[src/rtl/store_buffer.sv]
// In-order store buffer between write-back and the data cache; drains one store at a time over valid/ready + write-done.
// Optional store-to-load forwarding across all resident entries when STORE_BUFFER_FWD_EN is defined.
module store_buffer #(
  parameter int DEPTH  = 4,
  parameter int ADDR_W = 32,
  parameter int DATA_W = 32
) (
  input  logic                clk,
  input  logic                rst_n,
  input  logic                store_ce_i,
  input  logic [ADDR_W-1:0]   store_addr_i,
  input  logic [DATA_W-1:0]   store_data_i,
  input  logic [DATA_W/8-1:0] store_wstrb_i,
  output logic                full_o,
  output logic                empty_o,
  output logic                overflow_o,
  output logic                cache_req_valid_o,
  input  logic                cache_req_ready_i,
  output logic [ADDR_W-1:0]   cache_req_addr_o,
  output logic [DATA_W-1:0]   cache_req_data_o,
  output logic [DATA_W/8-1:0] cache_req_wstrb_o,
  input  logic                cache_wr_done_i,
  input  logic [ADDR_W-1:0]   ld_addr_i,
  output logic                ld_hit_o,
  output logic [DATA_W-1:0]   ld_data_o,
  output logic [DATA_W/8-1:0] ld_wstrb_o
);
  localparam int PW = $clog2(DEPTH);
  localparam int SW = DATA_W / 8;
  localparam int BW = $clog2(SW);
  localparam logic [PW:0] FULL_CNT = (PW+1)'(DEPTH);

  typedef enum logic [1:0] {S_IDLE, S_REQ, S_WAIT} state_t;

  logic [ADDR_W-1:0] mem_addr  [DEPTH];
  logic [DATA_W-1:0] mem_data  [DEPTH];
  logic [SW-1:0]     mem_wstrb [DEPTH];
  logic [DEPTH-1:0]  ent_vld;
  logic [PW-1:0]     wr_ptr, rd_ptr, nxt_rd;
  logic [PW:0]       count, remain;
  state_t            state;
  logic              push, pop, go_req;
  logic [ADDR_W-1:0] head_addr;
  logic [DATA_W-1:0] head_data;
  logic [SW-1:0]     head_wstrb;
  logic              unused_fwd;

  assign full_o  = (count == FULL_CNT);
  assign empty_o = (count == '0) && (state == S_IDLE);
  assign push    = store_ce_i && !full_o;
  assign pop     = (state == S_WAIT) && cache_wr_done_i;
  assign nxt_rd  = pop ? rd_ptr + 1'b1 : rd_ptr;
  assign remain  = count - (PW+1)'(pop);
  assign go_req  = (remain != '0) || push;

  // With no older entry left, the next head is the store being committed this cycle.
  assign head_addr  = (remain != '0) ? mem_addr[nxt_rd]  : store_addr_i;
  assign head_data  = (remain != '0) ? mem_data[nxt_rd]  : store_data_i;
  assign head_wstrb = (remain != '0) ? mem_wstrb[nxt_rd] : store_wstrb_i;

  always_ff @(posedge clk) begin
    if (push) begin
      mem_addr[wr_ptr]  <= store_addr_i;
      mem_data[wr_ptr]  <= store_data_i;
      mem_wstrb[wr_ptr] <= store_wstrb_i;
    end
  end

  always_ff @(posedge clk) begin
    if (rst_n) begin
      wr_ptr            <= '0;
      rd_ptr            <= '0;
      count             <= '0;
      ent_vld           <= '0;
      state             <= S_IDLE;
      overflow_o        <= 1'b0;
      cache_req_valid_o <= 1'b0;
      cache_req_addr_o  <= '0;
      cache_req_data_o  <= '0;
      cache_req_wstrb_o <= '0;
    end else begin
      if (pop) begin
        ent_vld[rd_ptr] <= 1'b0;
        rd_ptr          <= nxt_rd;
      end
      if (push) begin
        ent_vld[wr_ptr] <= 1'b1;
        wr_ptr          <= wr_ptr + 1'b1;
      end
      count <= count + (PW+1)'(push) - (PW+1)'(pop);
      if (store_ce_i && full_o)
        overflow_o <= 1'b1;

      case (state)
        S_IDLE, S_WAIT: begin
          if (state == S_IDLE || pop) begin
            if (go_req) begin
              state             <= S_REQ;
              cache_req_valid_o <= 1'b1;
              cache_req_addr_o  <= head_addr;
              cache_req_data_o  <= head_data;
              cache_req_wstrb_o <= head_wstrb;
            end else begin
              state <= S_IDLE;
            end
          end
        end
        S_REQ: begin
          if (cache_req_ready_i) begin
            state             <= S_WAIT;
            cache_req_valid_o <= 1'b0;
          end
        end
        default: begin
          state             <= S_IDLE;
          cache_req_valid_o <= 1'b0;
        end
      endcase
    end
  end

`ifdef STORE_BUFFER_FWD_EN
  logic [PW-1:0] fwd_idx;

  // Walk oldest to youngest so later strobes overwrite earlier bytes.
  always_comb begin
    ld_data_o  = '0;
    ld_wstrb_o = '0;
    fwd_idx    = rd_ptr;
    for (int i = 0; i < DEPTH; i++) begin
      fwd_idx = rd_ptr + PW'(i);
      if (ent_vld[fwd_idx] && (mem_addr[fwd_idx][ADDR_W-1:BW] == ld_addr_i[ADDR_W-1:BW])) begin
        for (int b = 0; b < SW; b++) begin
          if (mem_wstrb[fwd_idx][b]) begin
            ld_data_o[b*8 +: 8] = mem_data[fwd_idx][b*8 +: 8];
            ld_wstrb_o[b]       = 1'b1;
          end
        end
      end
    end
  end

  assign ld_hit_o   = (ld_wstrb_o != '0);
  assign unused_fwd = ^ld_addr_i[BW-1:0];
`else
  assign ld_hit_o   = 1'b0;
  assign ld_data_o  = '0;
  assign ld_wstrb_o = '0;
  assign unused_fwd = ^{ld_addr_i, ent_vld};
`endif

endmodule

[config.mk]
export PLATFORM = sky130hd
export DESIGN_NAME = store_buffer
export DESIGN_NICKNAME = d
export VERILOG_FILES = /design/src/rtl/store_buffer.sv
export SDC_FILE = /design/constraint.sdc
export NUM_CORES = 1
export LEC_CHECK = 0
export CAP_MARGIN = 30
export CORE_ASPECT_RATIO = 0.75
export CORE_MARGIN = 1
export CORE_UTILIZATION = 25
export CTS_BUF_LIST = sky130_fd_sc_hd__clkbuf_8 sky130_fd_sc_hd__clkbuf_16
export CTS_CLUSTER_DIAMETER = 120
export DETAILED_ROUTE_END_ITERATION = 12
export GPL_TIMING_DRIVEN = 1
export PLACE_DENSITY_LB_ADDON = 0.2
export SLEW_MARGIN = 20
export SYNTH_ARGS = -nofsm -noshare
export SYNTH_HDL_FRONTEND = slang
export SYNTH_SLANG_ARGS = --single-unit
[constraint.sdc]
create_clock -name clk -period 9.95 [get_ports clk]
set_input_delay 1.99 -clock clk [delete_from_list [all_inputs] [get_ports clk]]
set_output_delay 1.99 -clock clk [all_outputs]
set_load 0.05 [all_outputs]
# Yosys cells after proc, flatten, opt, wreduce, memory -nomap -nowiden
# Memory sizes are Yosys's and may differ from the RTL's.
# Index checks and enable logic that the tools add are counted.
[word_totals]
ramBits = 272
mem_count = 3
input_bits = 105
out_inout_bits = 109
wordCells = 51
reg_bits = 79
[op_classes]
n_mux = 14
n_eq_ne = 6
addsub = 5
reduce_logical = 14
[mem_list]
columns = ["name", "depth", "word_bits", "read_ports", "rd_clocked_by_memory_dff", "wr", "line_no", "source"]
rows = [
  ["mem_addr", 4, 32, 1, 0, 1, "35", "logic [ADDR_W-1:0] mem_addr [DEPTH];"],
  ["mem_data", 4, 32, 1, 0, 1, "36", "logic [DATA_W-1:0] mem_data [DEPTH];"],
  ["mem_wstrb", 4, 4, 1, 0, 1, "37", "logic [SW-1:0] mem_wstrb [DEPTH];"],
]
[ops]
columns = ["operator", "count"]
rows = [
  ["32-bit 2-to-1 mux", 2],
  ["1-bit 2-to-1 mux", 6],
  ["2-bit 2-to-1 mux", 3],
  ["2-bit inequality test, second input constant", 3],
  ["3-bit AND reduction", 2],
  ["3-bit by 1-bit subtractor with 3-bit output", 2],
  ["2-bit by 1-bit adder with 2-bit output, second input constant", 2],
  ["1-bit logical AND", 4],
  ["4-bit 2-to-1 mux", 1],
  ["2-bit one-hot mux with 2 select lines", 1],
  ["3-bit by 1-bit adder with 3-bit output", 1],
  ["3-bit equality test, second input constant", 1],
  ["3-bit logical NOT", 1],
  ["3-bit nonzero test", 1],
  ["2-bit by 1-bit equality test with 1-bit output, second input constant", 1],
  ["2-bit equality test, second input constant", 1],
  ["2-bit logical NOT", 1],
  ["1-bit logical OR", 2],
  ["1-bit one-hot mux with 2 select lines", 1],
  ["2-bit AND reduction", 1],
  ["2-bit OR reduction", 1],
  ["1-bit logical NOT", 1],
]

# Longest topological paths before layout
[logic_depth]
ltp_word = 8
ltp_mapped = 13

# Worst setup path after synthesis
# Ideal clock, no wire load.
[synth_path]
kind = "input to register"
startpoint = "input port store_ce_i"
endpoint = "memory mem_addr[0][0] (enable)"
setup_time_ps = 433
setup_slack_ps = 5338
t_arrival_ps = 4179
path_stages = 4
path_cell_list = "inv_1 > clkbuf_1 > nor2_1 > and2_1"
[synth_via]
elab_chain_len = 3
[synth_lines]
columns = ["element", "line_no", "source"]
rows = [
  ["start, declared", "10", "input logic store_ce_i,"],
  ["1-bit logical AND", "50", "assign push = store_ce_i && !full_o;"],
  ["1-bit 2-to-1 mux", "62", "if (push) begin"],
  ["1-bit 2-to-1 mux (not written as such)", "63", "mem_addr[wr_ptr] <= store_addr_i;"],
  ["end, declared", "35", ""],
]
# Every way passes these cells.

# Final worst setup path
[layout_path]
startpoint = "input port store_ce_i"
endpoint = "memory mem_addr[0][22] (enable)"
# Same word-level chain as after synthesis.

==> reports/metrics.json <==
{
  "run_status": {
    "outcome": "complete, no violations"
  },
  "critical_path": {
    "crit_arrival_ns": 4.61,
    "cp-start-kind": "input port",
    "worstPathMaxFanout": 35,
    "setup.worst_path.end_class": "register",
    "timing_worst_setup_path_type": "input port to register",
    "critPathRequiredTime_ns": 10.12
  },
  "route": {
    "avgRoutedWirePerCell_um": 22.1,
    "post_route_antenna_net_violation_count": 0,
    "post_drt_via_cell_ratio": 5.18,
    "total_drc_errors_in_the_routed_layout": 0,
    "drtIter0Drc": 1031,
    "detail_route.first_pass.iterations": 7,
    "postRouteWirelength_mm": 52.8,
    "dr_total_vias": 12400
  },
  "synth": {
    "syn-cell-area_um2": 16900,
    "synth_top_cells_by_area": "sky130_fd_sc_hd__edfxtp_1, sky130_fd_sc_hd__dfxtp_1, sky130_fd_sc_hd__mux2i_1, sky130_fd_sc_hd__o21ai_0, sky130_fd_sc_hd__a222oi_1",
    "post_synth_num_cell_types": 36,
    "avgSynthCellArea_um2": 12.0,
    "synthDominantCellAreaShare": 0.483,
    "yosys_warnings": 0,
    "number_of_synthesized_flops_with_an_enable_pin": 272,
    "synthDominantAreaCellType": "sky130_fd_sc_hd__edfxtp_1",
    "syn-instance-count": 1412,
    "synth_async_sr_flop_share": 0,
    "yosys-top-cells-count": "sky130_fd_sc_hd__edfxtp_1, sky130_fd_sc_hd__o21ai_0, sky130_fd_sc_hd__mux2i_1",
    "synth_seq_area_share": 0.577,
    "dominant_synthesized_flop_cell": "sky130_fd_sc_hd__edfxtp_1",
    "most_used_standard_cell_by_instance_count_after_synthesis": "sky130_fd_sc_hd__edfxtp_1",
    "synth_seq_cells": 351
  },
  "final_layout": {
    "area_delta_synth_final_pct": 20.8,
    "non_filler_instance_count_after_layout": 2391,
    "antennaDiodeCount": 0,
    "drive_gt1_frac": 0.0709,
    "num-nets-final": 1587
  },
  "pwr": {
    "static-leakage-power_uw": 0.00618,
    "power-per-cell-area_nw_per_um2": 255,
    "switchingPower_uw": 1910,
    "internal_power_uw": 3300,
    "pwr-share-seq": 0.386,
    "netSwitchingFraction": 0.367,
    "worst_ir_drop_vdd_mv": 0.122,
    "combinational_cell_fraction_of_total_power": 0.315,
    "clockPowerShare": 0.299
  },
  "clock_tree": {
    "clock_tree.buffer_depth": 3,
    "cts_stage_hold_buffer_count": 0,
    "clk_pin_slew_worst_setup_hold_paths_ns": 0.06,
    "clock_sinks": 351,
    "cts-buffers-inserted": 42,
    "cts_setup_buffers": 0,
    "clk_latency_ns": 0.56,
    "clock_tree_from_tritoncts": "built",
    "clock_h_tree_levels": 2,
    "post_cts_resize_count": 0,
    "cts_root_buffer": "sky130_fd_sc_hd__clkbuf_16"
  },
  "global_route": {
    "antenna_found_initial": 2,
    "global_route.overflow_total": 0,
    "grt_pass1_vias": 12300,
    "grt_start_max_net_pins": 106,
    "grt_first_pass_wirelength_mm": 77.5,
    "grt.total_usage": 0.151
  },
  "timing": {
    "final_min_period_over_clock_period": 0.446,
    "final.setup_skew_ns": 0.0132,
    "final-hold-violation-count": 0,
    "worst-slew-pin-transition_ns": 0.993,
    "slew_headroom": 0.338,
    "timing_max_transition_violations_final": 0,
    "postLayoutSetupSlackWorst_ns": 5.52,
    "post-route-min-period_ns": 4.43,
    "final.setup.tns_ns": 0,
    "grt_setup_unrepaired": "no",
    "finalSetupViolCount": 0,
    "max_clock_freq_ghz": 0.226
  },
  "placed_design": {
    "dp_cells": 2309,
    "portbufs": 144,
    "preCtsSetupSlack_ns": 4.94,
    "dp.final_hpwl_mm": 27.3,
    "finalWeightedCongestion": 0.693
  },
  "floorplan": {
    "total_die_area_um2": 68700,
    "die-width_um": 302,
    "row_cnt": 82,
    "start_util": 0.253,
    "coreArea_um2": 66800,
    "ioPinCount": 214,
    "vertical_extent_of_the_die_um": 227
  },
  "min_path": {
    "hold_path.class": "register to register"
  },
  "job": {
    "cap_violations": 0
  }
}
-- registers in the layout, indices dropped and copies added (netlist names) --
signal and flops:
rd_ptr 2, cache_req_wstrb_o 4, state 2, mem_wstrb 16, mem_data 128, overflow_o 1
mem_addr 128, cache_req_addr_o 32, wr_ptr 2, count 3, cache_req_data_o 32, cache_req_valid_o 1
-- layer usage --
| metal | track usage | vias to the layer above | routed length [um] |
|---|---|---|---|
| li1 | - | 5729 | - |
| met1 | 0.205 | 6243 | 24700 |
| met2 | 0.250 | 338 | 24800 |
| met3 | 0.0235 | 66 | 2550 |
| met4 | 0.0378 | 2 | 771 |
| met5 | 0 | - | 13 |
-- cell type report --
cell class,count,area [um^2]
clock buffer,48,1180
tap,882,1100
timing repair buffer,172,1730
inverter,6,23.8
clock inverter,29,233
fill,6606,46400
sequential,351,9760
multi-input combinational,903,6390
-- worst paths after layout --
| check | from | end | slack (ns) | depth (start not counted) |
|---|---|---|---|---|
| max | store_ce_i | mem_addr[0][22]$_DFFE_PP_ | 5.52 | 5 |
| min | cache_req_valid_o$_SDFFE_PP0P_ | cache_req_valid_o$_SDFFE_PP0P_ | 0.47 | 2 |
| max reg2reg | rd_ptr[1]$_SDFFE_PP0P_ | cache_req_data_o[31]$_SDFFE_PP0P_ | 6.64 | 7 |
| min reg2reg | cache_req_valid_o$_SDFFE_PP0P_ | cache_req_valid_o$_SDFFE_PP0P_ | 0.47 | 2 |
-- layout by cell type, fill, tap and decap left out, types with 3 or more instances in the layout --
cell | synthesis | final
sky130_fd_sc_hd__edfxtp_1 | 272 | 272
sky130_fd_sc_hd__nor2b_1 | 3 | 3
sky130_fd_sc_hd__a211oi_1 | 68 | 68
sky130_fd_sc_hd__clkinv_4 | 0 | 4
sky130_fd_sc_hd__buf_16 | 0 | 3
sky130_fd_sc_hd__nor2_1 | 12 | 11
sky130_fd_sc_hd__clkinv_1 | 0 | 4
sky130_fd_sc_hd__and2_4 | 0 | 4
sky130_fd_sc_hd__xnor2_1 | 4 | 4
sky130_fd_sc_hd__clkinv_2 | 0 | 3
sky130_fd_sc_hd__o211ai_1 | 67 | 67
sky130_fd_sc_hd__bufinv_16 | 0 | 3
sky130_fd_sc_hd__a222oi_1 | 68 | 68
sky130_fd_sc_hd__clkdlybuf4s50_1 | 0 | 143
sky130_fd_sc_hd__buf_4 | 38 | 23
sky130_fd_sc_hd__and2_1 | 72 | 68
sky130_fd_sc_hd__clkbuf_16 | 0 | 46
sky130_fd_sc_hd__dfxtp_1 | 79 | 77
sky130_fd_sc_hd__conb_1 | 1 | 37
sky130_fd_sc_hd__nand2_1 | 7 | 6
sky130_fd_sc_hd__ha_1 | 5 | 5
sky130_fd_sc_hd__o21ai_0 | 270 | 270
sky130_fd_sc_hd__a21oi_1 | 5 | 5
sky130_fd_sc_hd__inv_1 | 6 | 17
sky130_fd_sc_hd__mux2i_1 | 135 | 135
sky130_fd_sc_hd__and3_1 | 69 | 69
sky130_fd_sc_hd__o32ai_1 | 67 | 67
-- power by group through the flow --
stage	logic [uW]	registers, uW	clock network [uW]
6_report	1640	2010	1560
5_1_grt	1740	2040	1660
4_1_cts	1650	2010	1610
3_5_place_dp	1640	2040	0
3_3_place_gp	1630	2040	0
2_1_floorplan	649	2410	0
-- worst max-delay path, cell delays in order --
cell and delay (ns):
sky130_fd_sc_hd__clkdlybuf4s50_1 0.60, sky130_fd_sc_hd__clkinv_2 0.09, sky130_fd_sc_hd__nor2_1 0.42, sky130_fd_sc_hd__and2_4 0.68, sky130_fd_sc_hd__buf_4 0.72
-- stage by stage --
stage | hold WS, ns | utilization | area, um^2 | total power [uW]
2_1_floorplan | 0.487 | - | 17000 | 3050
3_3_place_gp | 0.452 | 0.283 | 18900 | 3670
3_5_place_dp | 0.459 | 0.283 | 18900 | 3680
4_1_cts | 0.479 | 0.304 | 20300 | 5270
5_1_grt | 0.511 | 0.306 | 20400 | 5450
6_report | 0.465 | 0.306 | 20400 | 5210
-- cells by family (layout without fill, tap and decap cells) --
| group | count (synthesis) | count (layout) | synth area share |
|---|---|---|---|
| XOR/XNOR | 5 | 5 | 0.00259 |
| other | 1 | 37 | 0.000222 |
| AND/OR/NAND/NOR | 168 | 168 | 0.0596 |
| adder cells (fa/ha/maj) | 6 | 6 | 0.00489 |
| AO/OA/AOI/OAI | 550 | 550 | 0.219 |
| flip-flops | 351 | 351 | 0.577 |
| buffers and inverters | 194 | 255 | 0.0546 |
| multiplexers | 137 | 137 | 0.0826 |
No activity file was read; power rests on OpenSTA's default activity.
